$ cat src/rtl/fifo_wr_traffic_gen_if.sv
// Write-port bundle between the traffic generator and the FIFO-side bench logic.
// Latency: none, wires only; the generator registers everything it drives.
// Backpressure: fifo_full_i flows toward the generator, which holds wr_en_o/wr_data_o while it is high.
interface fifo_wr_traffic_gen_if #(
  parameter int DATA_WIDTH = 16
);
  logic                  en_i;
  logic                  fifo_full_i;
  logic                  wr_en_o;
  logic [DATA_WIDTH-1:0] wr_data_o;
  logic                  done_o;
  logic [15:0]           word_cnt_o;
  logic [15:0]           stall_cnt_o;

  // Generator side: consumes enable/full, produces the write port and counters.
  modport master (
    input  en_i,
    input  fifo_full_i,
    output wr_en_o,
    output wr_data_o,
    output done_o,
    output word_cnt_o,
    output stall_cnt_o
  );

  // FIFO/bench side: drives enable/full, observes the write port and counters.
  modport slave (
    output en_i,
    output fifo_full_i,
    input  wr_en_o,
    input  wr_data_o,
    input  done_o,
    input  word_cnt_o,
    input  stall_cnt_o
  );
endinterface

$ cat src/rtl/fifo_wr_traffic_gen.sv
// Bursty Galois-LFSR write stimulus for an async FIFO, with accepted-word and stall counters.
// Latency: first wr_en_o one cycle after en_i is sampled in IDLE; done_o one cycle after the final accept.
// Backpressure: fifo_full_i while writing freezes wr_en_o/wr_data_o and all progress; only stall_cnt_o moves.
module fifo_wr_traffic_gen #(
  parameter int          DATA_WIDTH = 16,       // 1..16, low bits of the LFSR
  parameter logic [15:0] LFSR_SEED  = 16'hACE1, // zero is replaced by 16'h0001
  parameter int          BURST_LEN  = 8,        // >= 1
  parameter int          IDLE_GAP   = 4,        // 0 gives a continuous stream
  parameter int          NUM_WORDS  = 256       // 1..65535
) (
  input  logic                  clk_i,
  input  logic                  rst_n_i,
  fifo_wr_traffic_gen_if.master wr_if
);

  localparam logic [1:0] S_IDLE  = 2'd0;
  localparam logic [1:0] S_BURST = 2'd1;
  localparam logic [1:0] S_GAP   = 2'd2;
  localparam logic [1:0] S_DONE  = 2'd3;

  // An all-zero Galois LFSR would lock up, so a zero seed is nudged to 1.
  localparam logic [15:0] L_SEED      = (LFSR_SEED == 16'h0000) ? 16'h0001 : LFSR_SEED;
  localparam logic [15:0] L_LFSR_MASK = 16'hB400;
  localparam logic [15:0] L_BURST_LEN = 16'(BURST_LEN);
  localparam logic [15:0] L_IDLE_GAP  = 16'(IDLE_GAP);
  localparam logic [15:0] L_NUM_WORDS = 16'(NUM_WORDS);

  logic [1:0]  r_state;
  logic [15:0] r_lfsr;
  logic [15:0] r_burst_cnt;
  logic [15:0] r_gap_cnt;
  logic [15:0] r_word_cnt;
  logic [15:0] r_stall_cnt;
  logic        r_done;

  logic        w_wr_en;
  logic        w_accept;
  logic        w_stall;
  logic        w_last_word;
  logic        w_last_in_burst;
  logic        w_last_gap;
  logic [15:0] w_lfsr_nxt;
  logic [15:0] w_word_cnt_inc;
  logic [15:0] w_burst_cnt_inc;
  logic [15:0] w_gap_cnt_inc;

  // Write enable is a pure decode of the registered state, so it cannot glitch.
  assign w_wr_en  = (r_state == S_BURST);
  assign w_accept = w_wr_en & ~wr_if.fifo_full_i;
  assign w_stall  = w_wr_en &  wr_if.fifo_full_i;

  assign w_lfsr_nxt      = r_lfsr[0] ? ((r_lfsr >> 1) ^ L_LFSR_MASK) : (r_lfsr >> 1);
  assign w_word_cnt_inc  = r_word_cnt + 16'd1;
  assign w_burst_cnt_inc = r_burst_cnt + 16'd1;
  assign w_gap_cnt_inc   = r_gap_cnt + 16'd1;

  assign w_last_word     = (w_word_cnt_inc == L_NUM_WORDS);
  assign w_last_in_burst = (w_burst_cnt_inc == L_BURST_LEN);
  assign w_last_gap      = (w_gap_cnt_inc == L_IDLE_GAP);

  // Sequencer: IDLE -> BURST -> (GAP ->) BURST/IDLE ... -> DONE; a burst only advances on accept.
  always_ff @(posedge clk_i) begin
    if (!rst_n_i) begin
      r_state     <= S_IDLE;
      r_burst_cnt <= 16'd0;
      r_gap_cnt   <= 16'd0;
      r_done      <= 1'b0;
    end else begin
      case (r_state)
        S_IDLE: begin
          if (wr_if.en_i) begin
            r_state <= S_BURST;
          end
        end
        S_BURST: begin
          // Total-word limit wins over end-of-burst so DONE is never delayed by a gap.
          if (w_accept) begin
            if (w_last_word) begin
              r_state <= S_DONE;
              r_done  <= 1'b1;
            end else if (w_last_in_burst) begin
              r_burst_cnt <= 16'd0;
              r_state     <= (IDLE_GAP == 0) ? S_BURST : S_GAP;
            end else begin
              r_burst_cnt <= w_burst_cnt_inc;
            end
          end
        end
        S_GAP: begin
          // Enable is only looked at on the final gap cycle, so a gap always runs to length.
          if (w_last_gap) begin
            r_gap_cnt <= 16'd0;
            r_state   <= wr_if.en_i ? S_BURST : S_IDLE;
          end else begin
            r_gap_cnt <= w_gap_cnt_inc;
          end
        end
        default: begin
          // DONE is terminal until reset.
          r_state <= S_DONE;
        end
      endcase
    end
  end

  // Data and word count step together on accept; pausing in IDLE leaves both untouched.
  always_ff @(posedge clk_i) begin
    if (!rst_n_i) begin
      r_lfsr     <= L_SEED;
      r_word_cnt <= 16'd0;
    end else if (w_accept) begin
      r_lfsr     <= w_lfsr_nxt;
      r_word_cnt <= w_word_cnt_inc;
    end
  end

  // Stall cycles are counted while writing into a full FIFO, saturating rather than wrapping.
  always_ff @(posedge clk_i) begin
    if (!rst_n_i) begin
      r_stall_cnt <= 16'd0;
    end else if (w_stall && (r_stall_cnt != 16'hFFFF)) begin
      r_stall_cnt <= r_stall_cnt + 16'd1;
    end
  end

  assign wr_if.wr_en_o     = w_wr_en;
  assign wr_if.wr_data_o   = r_lfsr[DATA_WIDTH-1:0];
  assign wr_if.done_o      = r_done;
  assign wr_if.word_cnt_o  = r_word_cnt;
  assign wr_if.stall_cnt_o = r_stall_cnt;

endmodule

$ cat src/flat_wrapper.sv
// flat-port wrapper written by rule: the top's interface ports become plain ports
module fifo_wr_traffic_gen_flat 
#(
  parameter int          DATA_WIDTH = 16,                                     
  parameter logic [15:0] LFSR_SEED  = 16'hACE1,                                
  parameter int          BURST_LEN  = 8,               
  parameter int          IDLE_GAP   = 4,                                      
  parameter int          NUM_WORDS  = 256                  
)
  (clk_i, rst_n_i, wr_if_en_i, wr_if_fifo_full_i, wr_if_wr_en_o, wr_if_wr_data_o, wr_if_done_o, wr_if_word_cnt_o, wr_if_stall_cnt_o);
  fifo_wr_traffic_gen_if #(.DATA_WIDTH(DATA_WIDTH)) wr_if_i ();
  input  logic clk_i;
  input  logic rst_n_i;
  input wire logic [$bits(wr_if_i.en_i)-1:0] wr_if_en_i;
  input wire logic [$bits(wr_if_i.fifo_full_i)-1:0] wr_if_fifo_full_i;
  output wire logic [$bits(wr_if_i.wr_en_o)-1:0] wr_if_wr_en_o;
  output wire logic [$bits(wr_if_i.wr_data_o)-1:0] wr_if_wr_data_o;
  output wire logic [$bits(wr_if_i.done_o)-1:0] wr_if_done_o;
  output wire logic [$bits(wr_if_i.word_cnt_o)-1:0] wr_if_word_cnt_o;
  output wire logic [$bits(wr_if_i.stall_cnt_o)-1:0] wr_if_stall_cnt_o;
  assign wr_if_i.en_i = wr_if_en_i;
  assign wr_if_i.fifo_full_i = wr_if_fifo_full_i;
  assign wr_if_wr_en_o = wr_if_i.wr_en_o;
  assign wr_if_wr_data_o = wr_if_i.wr_data_o;
  assign wr_if_done_o = wr_if_i.done_o;
  assign wr_if_word_cnt_o = wr_if_i.word_cnt_o;
  assign wr_if_stall_cnt_o = wr_if_i.stall_cnt_o;
  fifo_wr_traffic_gen #(.DATA_WIDTH(DATA_WIDTH), .LFSR_SEED(LFSR_SEED), .BURST_LEN(BURST_LEN), .IDLE_GAP(IDLE_GAP), .NUM_WORDS(NUM_WORDS)) u_core (.clk_i(clk_i), .rst_n_i(rst_n_i), .wr_if(wr_if_i));
endmodule
$ cat config.mk
export PLATFORM = sky130hd
export DESIGN_NAME = fifo_wr_traffic_gen_flat
export DESIGN_NICKNAME = d
export VERILOG_FILES = /design/src/rtl/fifo_wr_traffic_gen_if.sv /design/src/rtl/fifo_wr_traffic_gen.sv /design/src/flat_wrapper.sv
export SDC_FILE = /design/constraint.sdc
export NUM_CORES = 1
export LEC_CHECK = 0
export ABC_CLOCK_PERIOD_IN_PS = 2600
export CORE_UTILIZATION = 50
export CTS_BUF_LIST = sky130_fd_sc_hd__clkbuf_16
export CTS_CLUSTER_SIZE = 30
export DETAILED_ROUTE_END_ITERATION = 16
export PLACE_DENSITY_LB_ADDON = 0.2
export SETUP_SLACK_MARGIN = 0.3
export SYNTH_ARGS = -nofsm -noshare
export SYNTH_HDL_FRONTEND = slang
export SYNTH_SLANG_ARGS = --single-unit
$ cat constraint.sdc
create_clock -name clk_i -period 2.6 [get_ports clk_i]
set_input_delay 0.52 -clock clk_i [delete_from_list [all_inputs] [get_ports clk_i]]
set_output_delay 0.52 -clock clk_i [all_outputs]
set_load 0.03 [all_outputs]
==> results of run 1 <==
## logic make-up (layout without fill, tap and decap cells)
group / count (synthesis) / in the layout / synth area share, %
flip-flops: 83 / 83 / 39.0
AND/OR/NAND/NOR: 255 / 255 / 30.2
buffers and inverters: 45 / 113 / 5.61
adder cells (fa/ha/maj): 4 / 4 / 1.17
XOR/XNOR: 50 / 50 / 10.3
multiplexers: 2 / 2 / 0.499
AO/OA/AOI/OAI: 89 / 91 / 13.2
## worst min-delay path by stage
| stage | from | end | slack (ps) | depth (start not counted) |
|---|---|---|---|---|
| after floorplan | u_core.wr_if.wr_data_o[2]$_SDFFE_PN0P_ | u_core.wr_if.wr_data_o[1]$_SDFFE_PN0P_ | 450 | 2 |
| after global placement | u_core.wr_if.wr_data_o[9]$_SDFFE_PN0P_ | u_core.wr_if.wr_data_o[8]$_SDFFE_PN0P_ | 450 | 2 |
| after detailed placement | u_core.wr_if.wr_data_o[2]$_SDFFE_PN0P_ | u_core.wr_if.wr_data_o[1]$_SDFFE_PN0P_ | 460 | 2 |
| after CTS | u_core.wr_if.wr_data_o[2]$_SDFFE_PN0P_ | u_core.wr_if.wr_data_o[1]$_SDFFE_PN0P_ | 470 | 2 |
| after global routing | u_core.wr_if.wr_data_o[2]$_SDFFE_PN0P_ | u_core.wr_if.wr_data_o[1]$_SDFFE_PN0P_ | 480 | 2 |
| final | u_core.wr_if.wr_data_o[2]$_SDFFE_PN0P_ | u_core.wr_if.wr_data_o[2]$_SDFFE_PN0P_ | 470 | 2 |
## area by class of cell
cell class                      instances  area [µm²]
Clock buffer                            9         225
Clock inverter                          6        82.6
Fill cell                             665        2690
Inverter                                7        26.3
Multi-Input combinational cell        402        2520
Sequential cell                        83        1720
Tap cell                              105         131
Timing Repair Buffer                   91         828
## layer usage
layer	vias up	GRT usage, %
met5	-	0
met4	0	9.87
met3	20	5.99
met2	94	38.7
met1	1850	31.0
li1	1988	-
## power by group through the flow
stage          Combinational (mW)  Clock (mW)  Sequential, mW
6_report                    0.292        1.33            1.33
5_1_grt                     0.317        1.42            1.33
4_1_cts                     0.285        1.35            1.33
3_5_place_dp                0.272           0            1.36
3_3_place_gp                0.267           0            1.36
2_1_floorplan               0.177           0            1.37
## synthesized netlist by cell type (2+ instances only)
master	n	area, µm²
dfxtp_1	83	1660
nand2_1	69	259
nor2_1	55	206
a21oi_1	37	185
xor2_1	34	298
nand3_1	33	165
nand4_1	20	125
o21ai_0	18	90.1
clkbuf_1	17	63.8
xnor2_1	16	140
nor3_1	15	75.1
or3_1	15	93.8
buf_4	13	97.6
and3_1	11	68.8
and2_1	9	56.3
inv_1	6	22.5
and4_1	5	43.8
buf_2	5	25.0
o21a_1	5	37.5
ha_1	4	50.1
o31ai_1	4	30.0
or4b_1	4	40.0
a211oi_1	3	22.5
a31oi_1	3	18.8
nand2b_1	3	18.8
nor4b_1	3	26.3
or4_1	3	22.5
a2111oi_0	2	17.5
a21o_1	2	15.0
a31o_2	2	17.5
a41oi_1	2	17.5
buf_6	2	22.5
nand3b_1	2	15.0
nor4_1	2	12.5
o2111ai_1	2	17.5
o211ai_1	2	15.0
o31a_1	2	17.5
## registers in the layout, indices dropped and copies added, names as in the netlist
signal / cells
u_core.r_burst_cnt: 16
u_core.r_gap_cnt: 16
u_core.r_state: 2
u_core.wr_if.done_o: 1
u_core.wr_if.stall_cnt_o: 16
u_core.wr_if.word_cnt_o: 16
u_core.wr_if.wr_data_o: 16
## worst max-delay path, stage by stage (launching register included)
cell	delay, ps
dfxtp_4	360
nand3_4	70
or3_4	440
o41ai_4	360
nor4_4	120
a21o_4	250
or4b_1	470
a21oi_1	130
## timing repair
action | 4_1_cts | 5_1_grt
setup buffers | 6 | 4
gates resized for setup | 17 | 37
pin swaps | 6 | 11
cloned | 2 | 0
setup endpoints to repair | 18 | 18
==> key figures, run 1 <==
Status
  – Status: completed

Power
  – Peak supply drop: 0.370 mV
  – Switching power: 0.709 mW
  – Logic pwr share: 9.9%
  – Power, Total: 2.95 mW
  – Reg power frac: 45.0%
  – Part of the power in the clock network: 45.1%
  – Pwr dens: 533 nW/µm²
  – Int Pwr: 2.24 mW
  – Sw Share: 24.0%
  – Leakage: 1.98 nW

Die
  – I/O pin total: 54
  – Num rows: 33
  – Starting density of the core: 51.9%
  – Total core area: 8220 µm²
  – Die Footprint: 8890 µm²
  – Die width: 94.3 µm
  – Die height: 94.3 µm

Placed design
  – DP Area: 4950 µm²
  – Routability cong.: 0.839
  – Detailed Place HPWL: 6760 µm
  – Port Buffers: 53
  – Pre-CTS WS: -27.6 ps
  – Placed Cells: 676

Detailed routing
  – WL met2: 4860 µm
  – DR iter-0 viols: 158
  – Drt total wl: 10200 µm
  – DRT antenna net count: 0
  – WL met1: 4640 µm
  – DRC Markers: 0
  – Drt first pass iters: 5
  – Vias: 3952
  – DR WL/cell: 14.6 µm
  – Routed vias/inst: 5.62
  – WL met3: 538 µm
  – Top layer in use: met4

Setup path
  – CP Launch Point: u_core.wr_if.word_cnt_o[4]$_SDFFE_PN0P_
  – R2R depth: 7
  – Worst Setup End Kind: flop
  – R2R Path Start: u_core.wr_if.word_cnt_o[4]$_SDFFE_PN0P_
  – CP endpoint: u_core.r_burst_cnt[14]$_SDFFE_PN0P_
  – Worst setup SP type: flop
  – Critical Path Fanout Max: 7
  – Register-to-register setup slack: 320 ps
  – WS Path Type: flop to flop
  – Worst path required time: 2860 ps
  – Worst r2r dst: u_core.r_burst_cnt[14]$_SDFFE_PN0P_
  – CP arrival: 2540 ps

Timing
  – Final Hold Vio Count: 0
  – Layout Skew: 9.64 ps
  – Worst hold slack: 473 ps
  – Final setup viols: 0
  – Max transition margin: 65.5%
  – Period utilization: 87.6%
  – Fin crit period: 2280 ps
  – Final TNS setup: 0 ps
  – Pins over their slew limit: 0
  – RSZ-0062 raised after global routing: yes
  – Fmax: 0.439 GHz
  – Worst slew pin tran: 517 ps
  – Fin worst setup slack: 322 ps

Finish
  – Most common cell after layout, fill and taps aside: nand2_1
  – Post-layout nets: 602
  – # diodes: 0
  – Most frequent cells in the layout: 68 x nand2_1, 62 x dfxtp_1, 55 x nor2_1
  – Final instance area: 5530 µm²
  – Layout Utilization: 67.3%
  – Share of layout cells above drive strength 1: 18.1%
  – Area delta synth->final: 29.8%
  – Final Non-Filler Cells: 703

Clocking
  – Clock Latency Late Sink: 340 ps
  – Hold-fix buffer count after cts: 0
  – Clk pin slew, worst setup/hold paths: 70 ps
  – CTS H-tree depth: 3
  – CTS Buffer Depth: 2
  – CTS tree: yes
  – Num CTS Buffers: 9
  – CTS Sinks: 83
  – CTS root buffer: clkbuf_16

Min path
  – Hold/Removal Path Class: flop to flop

Synthesis
  – Post-synth EDFFs: 0
  – Commonest register cell after synthesis: dfxtp_1
  – Syn_nets: 536
  – Total number of yosys warnings: 0
  – Post-Syn Area: 4260 µm²
  – Number of distinct library cells after synthesis: 52
  – Sequential fraction of the synthesis area: 39.0%
  – #FFs+latches synth: 83
  – Post-Synthesis Cells: 528
  – Ys async rst share: 0%
  – Synthesized area per cell: 8.07 µm²

Global route
  – Initial antenna violation count: 0
  – Largest net degree at the start of global routing: 29
  – First-pass GRT wire length: 17000 µm
  – Grt total ovfl: 0
  – Vias in the first global route: 3664
  – All-Layer GR Usage: 24.2%

Flow run
  – Max-Cap Viols: 0
Power figures use the tool's default switching activity.
==> run 2, diff against run 1 <==
--- a/config.mk
+++ b/config.mk
@@ -5,12 +5,13 @@
 export SDC_FILE = /design/constraint.sdc
 export NUM_CORES = 1
 export LEC_CHECK = 0
+export ABC_AREA = 1
 export ABC_CLOCK_PERIOD_IN_PS = 2600
-export CORE_UTILIZATION = 50
+export CORE_UTILIZATION = 51
 export CTS_BUF_LIST = sky130_fd_sc_hd__clkbuf_16
 export CTS_CLUSTER_SIZE = 30
 export DETAILED_ROUTE_END_ITERATION = 16
-export PLACE_DENSITY_LB_ADDON = 0.2
+export PLACE_DENSITY_LB_ADDON = 0.15
 export SETUP_SLACK_MARGIN = 0.3
 export SYNTH_ARGS = -nofsm -noshare
 export SYNTH_HDL_FRONTEND = slang
==> run 2 against run 1 <==
  * Clock-buffer cell count is the same
  * Clock skew shrank 3.2 ps
  * Combinational power grew to 5.0 times the previous value
  * Routed wire length grew 15%
  * Critical path depth shrank 4
  * Sequential share of layout area shrank 1.9 points
  * First-iteration DRC count grew 28%
  * Highest routed layer unchanged
  * Critical path type is now flop to output port
  * Worst hold slack gained 1.3 ps
==> key figures, run 2 <==
Timing
  – Final setup viols: 0 (unchanged)
  – Worst slew pin tran: 497 ps (was 517 ps)
  – Period utilization: 84.5% (was 87.6%)
  – Final Hold Vio Count: 0 (unchanged)
  – Final TNS setup: 0 ps (unchanged)
  – Max transition margin: 66.8% (was 65.5%)
  – Fmax: 0.455 GHz (was 0.439 GHz)
  – RSZ-0062 raised after global routing: yes (unchanged)
  – Fin crit period: 2200 ps (was 2280 ps)
  – Layout Skew: 6.41 ps (was 9.64 ps)
  – Pins over their slew limit: 0 (unchanged)

Global route
  – Largest net degree at the start of global routing: 41 (was 29)
  – Vias in the first global route: 4375 (was 3664)
  – Initial antenna violation count: 0 (unchanged)
  – First-pass GRT wire length: 19700 µm (was 17000 µm)
  – Grt total ovfl: 0 (unchanged)
  – All-Layer GR Usage: 24.7% (was 24.2%)

Clocking
  – CTS Sinks: 83 (unchanged)
  – CTS H-tree depth: 3 (unchanged)
  – CTS root buffer: clkbuf_16 (unchanged)
  – Hold-fix buffer count after cts: 0 (unchanged)
  – CTS Buffer Depth: 2 (unchanged)
  – Num CTS Buffers: 9 (unchanged)
  – Resize count post-CTS: 0 (was 17)
  – Clk pin slew, worst setup/hold paths: 70 ps (about the same)
  – Setup bufs post-CTS: 0 (was 6)
  – CTS tree: yes (unchanged)
  – Clock Latency Late Sink: 340 ps (about the same)

Synthesis
  – Largest area contributor in the netlist: dfxtp_1 (unchanged)
  – Post-Syn Area: 4790 µm² (was 4260 µm²)
  – Total number of yosys warnings: 0 (unchanged)
  – Sequential fraction of the synthesis area: 34.7% (was 39.0%)
  – Cell with the most instances after synthesis: nand2_1 (was dfxtp_1)
  – Number of distinct library cells after synthesis: 40 (was 52)
  – Ys async rst share: 0% (unchanged)
  – Syn_nets: 770 (was 536)
  – Commonest register cell after synthesis: dfxtp_1 (unchanged)
  – Yosys top cell area share: 34.7% (was 39.0%)
  – Top post-synthesis cells by count: 214 x nand2_1, 119 x nor2_1, 83 x dfxtp_1 (was 83 x dfxtp_1, 69 x nand2_1, 55 x nor2_1)
  – Post-Synthesis Cells: 762 (was 528)
  – Post-synth EDFFs: 0 (unchanged)
  – #FFs+latches synth: 83 (unchanged)
  – Synth area leaders: dfxtp_1 35%, nand2_1 17%, nor2_1 9.3%, nand3_1 6.6%, inv_1 6.4% (was dfxtp_1 39%, xor2_1 7.0%, nand2_1 6.1%, nor2_1 4.8%, a21oi_1 4.3%)
  – Synthesized area per cell: 6.28 µm² (was 8.07 µm²)

Power
  – Pwr dens: 772 nW/µm² (was 533 nW/µm²)
  – Leakage: 2.25 nW (was 1.98 nW)
  – Peak supply drop: 0.507 mV (was 0.370 mV)
  – Power, Total: 4.41 mW (was 2.95 mW)

Detailed routing
  – Routed vias/inst: 5.20 (was 5.62)
  – Vias: 4765 (was 3952)
  – DR WL/cell: 12.9 µm (was 14.6 µm)
  – Drt first pass iters: 5 (unchanged)
  – Drt total wl: 11800 µm (was 10200 µm)
  – DRC Markers: 0 (unchanged)
  – DR iter-0 viols: 202 (was 158)
  – DRT antenna net count: 0 (unchanged)

Die
  – Num rows: 34 (was 33)
  – Starting density of the core: 53.9% (was 51.9%)
  – Die width: 98.9 µm (was 94.3 µm)
  – Total core area: 8890 µm² (was 8220 µm²)
  – Die height: 98.9 µm (was 94.3 µm)
  – Die Footprint: 9780 µm² (was 8890 µm²)
  – I/O pin total: 54 (unchanged)

Setup path
  – Worst Setup End Kind: output port (was flop)
  – Critical Path Fanout Max: 4 (was 7)
  – CP arrival: 1680 ps (was 2540 ps)
  – WS Path Type: flop to output port (was flop to flop)
  – Worst setup SP type: flop (unchanged)
  – Worst path required time: 2080 ps (was 2860 ps)

Finish
  – Most common cell after layout, fill and taps aside: nand2_1 (unchanged)
  – Layout Utilization: 64.3% (was 67.3%)
  – # diodes: 0 (unchanged)
  – Final Non-Filler Cells: 917 (was 703)
  – Area delta synth->final: 19.4% (was 29.8%)
  – Share of layout cells above drive strength 1: 7.17% (was 18.1%)
  – Most frequent cells in the layout: 213 x nand2_1, 114 x nor2_1, 83 x inv_1 (was 68 x nand2_1, 62 x dfxtp_1, 55 x nor2_1)
  – Post-layout nets: 812 (was 602)
  – FILL cells: 839 (was 665)

Min path
  – Hold/Removal Path Class: flop to flop (unchanged)

Placed design
  – Detailed Place HPWL: 8280 µm (was 6760 µm)
  – Port Buffers: 53 (unchanged)
  – Placed Cells: 900 (was 676)
  – Routability cong.: 0.910 (was 0.839)

Status
  – Status: completed (unchanged)

Flow run
  – Max-Cap Viols: 0 (unchanged)
## run 2: changes by cell type in the layout (fill, tap and decap cells not counted), moves of 9 or more
cell	previous run	this run
a21oi_1	35	47
or3_1	14	0
inv_1	7	83
nand3_1	31	63
xnor2_1	16	4
dfxtp_1	62	80
and3_1	9	0
xor2_1	34	11
o21ai_0	17	34
nor2_1	55	114
buf_4	37	9
nand2_1	68	213
dfxtp_4	11	0
## run 2: cell families after synthesis
| kind of cell | count (synthesis) | synth area share, % |
|---|---|---|
| DFF | 83 | 34.7 |
| AOI/OAI and AO/OA | 99 | 11.2 |
| adders and majority gates | 4 | 1.05 |
| and+or+nand+nor | 444 | 39.9 |
| buffers and inverters | 117 | 10.4 |
| xor gates and xnor gates | 15 | 2.74 |
## run 2: per-stage QoR
step           worst slack [ps]  hold slack [ps]  cell area [µm²]
2_1_floorplan               395              452             4790
3_3_place_gp                133              464             5350
3_5_place_dp               23.2              466             5350
4_1_cts                     332              477             5650
5_1_grt                     270              514             5720
6_report                    404              475             5720
## run 2: worst paths after layout
| kind | startpoint | end | slack, ps | cells past startpoint |
|---|---|---|---|---|
| hold / removal | u_core.wr_if.stall_cnt_o[4]$_SDFFE_PN0P_ | u_core.wr_if.stall_cnt_o[4]$_SDFFE_PN0P_ | 470 | 2 |
| setup reg to reg | u_core.wr_if.word_cnt_o[1]$_SDFFE_PN0P_ | u_core.r_burst_cnt[3]$_SDFFE_PN0P_ | 510 | 13 |
| hold reg to reg | u_core.wr_if.stall_cnt_o[4]$_SDFFE_PN0P_ | u_core.wr_if.stall_cnt_o[4]$_SDFFE_PN0P_ | 470 | 2 |
| setup / recovery | u_core.r_state[0]$_SDFFE_PN0P_ | wr_if_wr_en_o | 400 | 3 |
## run 2: power breakdown
group          switching [mW]  leakage (nW)  internal [mW]  total [mW]
clock                   0.561         0.141          0.751        1.31
sequential              0.185         0.675           1.44        1.63
combinational           0.944          1.44          0.529        1.47
## run 2: critical path: stages (launching register included)
cell and delay [ps]:
dfxtp_1 350, inv_1 80, nor2_2 200, clkdlybuf4s50_1 710
## run 2: per-layer routing
| layer | GRT usage (%) | wire [µm] |
|---|---|---|
| met5 | 0 | 0 |
| met4 | 8.38 | 151 |
| met3 | 5.46 | 653 |
| met2 | 40.9 | 5400 |
| met1 | 31.8 | 5600 |
## run 2: area by class of cell
cell class,instances,area [µm²],share of cell area (%)
clock inverters,7,76.3,1.34
repair buffers,62,601,10.5
flip-flops and latches,83,1670,29.1
clock buffers,9,225,3.94
multi-input cells,563,2690,47.1
inverters,85,319,5.58
well taps,108,135,2.36
==> run 3, diff against run 2 <==
--- a/config.mk
+++ b/config.mk
@@ -6,7 +6,7 @@
 export NUM_CORES = 1
 export LEC_CHECK = 0
 export ABC_AREA = 1
-export ABC_CLOCK_PERIOD_IN_PS = 2600
+export ABC_CLOCK_PERIOD_IN_PS = 2000
 export CORE_UTILIZATION = 51
 export CTS_BUF_LIST = sky130_fd_sc_hd__clkbuf_16
 export CTS_CLUSTER_SIZE = 30
==> constraint.sdc (replaced) <==
create_clock -name clk_i -period 2 [get_ports clk_i]
set_input_delay 0.4 -clock clk_i [delete_from_list [all_inputs] [get_ports clk_i]]
set_output_delay 0.4 -clock clk_i [all_outputs]
set_load 0.03 [all_outputs]
==> run 3 against run 2 <==
  * The run now ends with setup timing left
  * Global-route usage rose by 1.6 points
  * Via count rose by 9.8%
  * Total power rose by 38%
  * Combinational power grew 47%
  * Sequential power is 32% higher
  * Final area grew 12%
  * Clock power grew 37%
  * Clock-buffer cell count is 1 higher
  * Setup slack got worse by 410 ps
  * Utilization increased by 8.0 points
  * Critical endpoint is now u_core.r_burst_cnt[7]$_SDFFE_PN0P_
  * Largest cell class unchanged
  * Highest routed layer unchanged
==> key figures, run 3 (synthesis gave the netlist of run 2 again) <==
Die
  – I/O pin total: 54 (unchanged)
  – Die Footprint: 9780 µm² (unchanged)
  – Num rows: 34 (unchanged)
  – Starting density of the core: 53.9% (unchanged)
  – Total core area: 8890 µm² (unchanged)
  – Die width: 98.9 µm (unchanged)
  – Die height: 98.9 µm (unchanged)

Status
  – Status: finished with violations (was completed)
  – Failing checks: setup timing

Detailed routing
  – DRT antenna net count: 0 (unchanged)
  – Routed vias/inst: 5.47 (was 5.20)
  – DRC Markers: 0 (unchanged)
  – Vias: 5230 (was 4765)
  – DR iter-0 viols: 257 (was 202)
  – Drt first pass iters: 7 (was 5)
  – Drt total wl: 13300 µm (was 11800 µm)
  – DR WL/cell: 13.9 µm (was 12.9 µm)

Clocking
  – Clk pin slew, worst setup/hold paths: 60 ps (was 70 ps)
  – Hold-fix buffer count after cts: 0 (unchanged)
  – CTS Buffer Depth: 2 (unchanged)
  – CTS H-tree depth: 3 (unchanged)
  – Num CTS Buffers: 9 (unchanged)
  – CTS tree: yes (unchanged)
  – Clock Latency Late Sink: 340 ps (about the same)
  – CTS root buffer: clkbuf_16 (unchanged)
  – CTS Sinks: 83 (unchanged)

Placed design
  – Detailed Place HPWL: 8500 µm (was 8280 µm)
  – Port Buffers: 53 (unchanged)
  – DP Area: 5570 µm² (was 5350 µm²)
  – Pre-CTS WS: -73.5 ps (was 23.2 ps)
  – Placed Cells: 911 (was 900)
  – Routability cong.: 0.895 (was 0.910)

Global route
  – Largest net degree at the start of global routing: 30 (was 41)
  – Initial antenna violation count: 0 (unchanged)
  – Grt total ovfl: 0 (unchanged)
  – All-Layer GR Usage: 26.4% (was 24.7%)
  – First-pass GRT wire length: 20900 µm (was 19700 µm)
  – Vias in the first global route: 4640 (was 4375)

Finish
  – Area delta synth->final: 34.2% (was 19.4%)
  – Most frequent cells in the layout: 191 x nand2_1, 86 x nor2_1, 79 x inv_1 (was 213 x nand2_1, 114 x nor2_1, 83 x inv_1)
  – Final Non-Filler Cells: 956 (was 917)
  – Final instance area: 6420 µm² (was 5720 µm²)
  – Most common cell after layout, fill and taps aside: nand2_1 (unchanged)
  – Share of layout cells above drive strength 1: 23.9% (was 7.17%)
  – Area of the multi-input gates: 3090 µm² (was 2690 µm²)
  – Seq. cell area: 1740 µm² (was 1670 µm²)
  – # diodes: 0 (unchanged)
  – Layout Utilization: 72.3% (was 64.3%)
  – FILL cells: 740 (was 839)
  – Post-layout nets: 851 (was 812)

Timing
  – Final Hold Vio Count: 0 (unchanged)
  – Pins over their slew limit: 0 (unchanged)
  – Fin crit period: 2000 ps
  – Fmax: 0.499 GHz
  – Worst hold slack: 469 ps (was 475 ps)
  – Layout Skew: 8.93 ps (was 6.41 ps)
  – RSZ-0062 raised after global routing: yes (unchanged)
  – Max transition margin: 67.4% (was 66.8%)
  – Final TNS setup: -3.62 ps (was 0 ps)
  – Period utilization: 100%
  – Fin worst setup slack: -3.62 ps (was 404 ps)
  – Final setup viols: 1 (was 0)
  – Worst slew pin tran: 489 ps (was 497 ps)

Power
  – Pwr dens: 949 nW/µm² (was 772 nW/µm²)
  – Power, Total: 6.10 mW (was 4.41 mW)
  – Peak supply drop: 0.698 mV (was 0.507 mV)
  – Leakage: 2.69 nW (was 2.25 nW)

Setup path
  – Worst setup SP type: flop (unchanged)
  – CP arrival: 2220 ps (was 1680 ps)
  – Worst Setup End Kind: flop (was output port)
  – WS Path Type: flop to flop (was flop to output port)
  – Critical Path Fanout Max: 6 (was 4)
  – Worst path required time: 2210 ps (was 2080 ps)

Min path
  – Hold/Removal Path Class: flop to flop (unchanged)

Flow run
  – Max-Cap Viols: 0 (unchanged)
-- run 3: cell types whose count changed in the layout (fill, tap and decap cells not counted), sizes merged, moves of 2 or more --
cell	change
clkbuf	+2
clkinvlp	-2
clkinv	+2
buf	+38
clkdlybuf4s50	-50
dlygate4sd2	+50
-- run 3: layer usage --
metal  vias to the layer above  global-route usage (%)  wire length (µm)
li1                       2604                       -                 -
met2                       185                    44.1              6490
met5                         -                       0                 0
met1                      2397                    32.8              5510
met4                         0                    11.5               412
met3                        44                    5.53               913
-- run 3: worst paths after layout --
check / from / end / slack, ps / cells past startpoint
max: u_core.wr_if.word_cnt_o[0]$_SDFFE_PN0P_ / u_core.r_burst_cnt[7]$_SDFFE_PN0P_ / -4 / 11
min: u_core.wr_if.word_cnt_o[0]$_SDFFE_PN0P_ / u_core.wr_if.word_cnt_o[0]$_SDFFE_PN0P_ / 470 / 1
max reg2reg: u_core.wr_if.word_cnt_o[0]$_SDFFE_PN0P_ / u_core.r_burst_cnt[7]$_SDFFE_PN0P_ / -4 / 11
min reg2reg: u_core.wr_if.word_cnt_o[0]$_SDFFE_PN0P_ / u_core.wr_if.word_cnt_o[0]$_SDFFE_PN0P_ / 470 / 1
-- run 3: power by group --
group	leakage (nW)	internal, mW	switching [mW]	total, mW
clock network	0.154	1.06	0.731	1.79
logic	1.85	0.759	1.40	2.16
registers	0.692	1.90	0.244	2.15
-- run 3: final cells by class --
type	count	share of cell area [%]
repair buffers	100	12.8
flip-flops and latches	83	27.0
clock inverters	6	1.09
clock buffers	10	3.89
inverters	85	4.97
multi-input cells	564	48.1
well taps	108	2.10
-- run 3: worst max-delay path, cell delays in order (launching register included) --
cell and delay (ps):
dfxtp_4 370, ha_4 160, nand3_4 90, nor2_4 210
nand2_2 90, nand2_2 80, nand2_2 60, nor3b_2 280
nand3_4 200, buf_6 190, nand3b_1 80, a21oi_1 60
-- run 3: what timing repair did --
item,4_1_cts,5_1_grt
pin swaps,22,39
buffers inserted,18,9
endpoints found under the hold margin,0,0
cloned,1,1
endpoints found under the setup margin,73,32
resized for setup,85,82
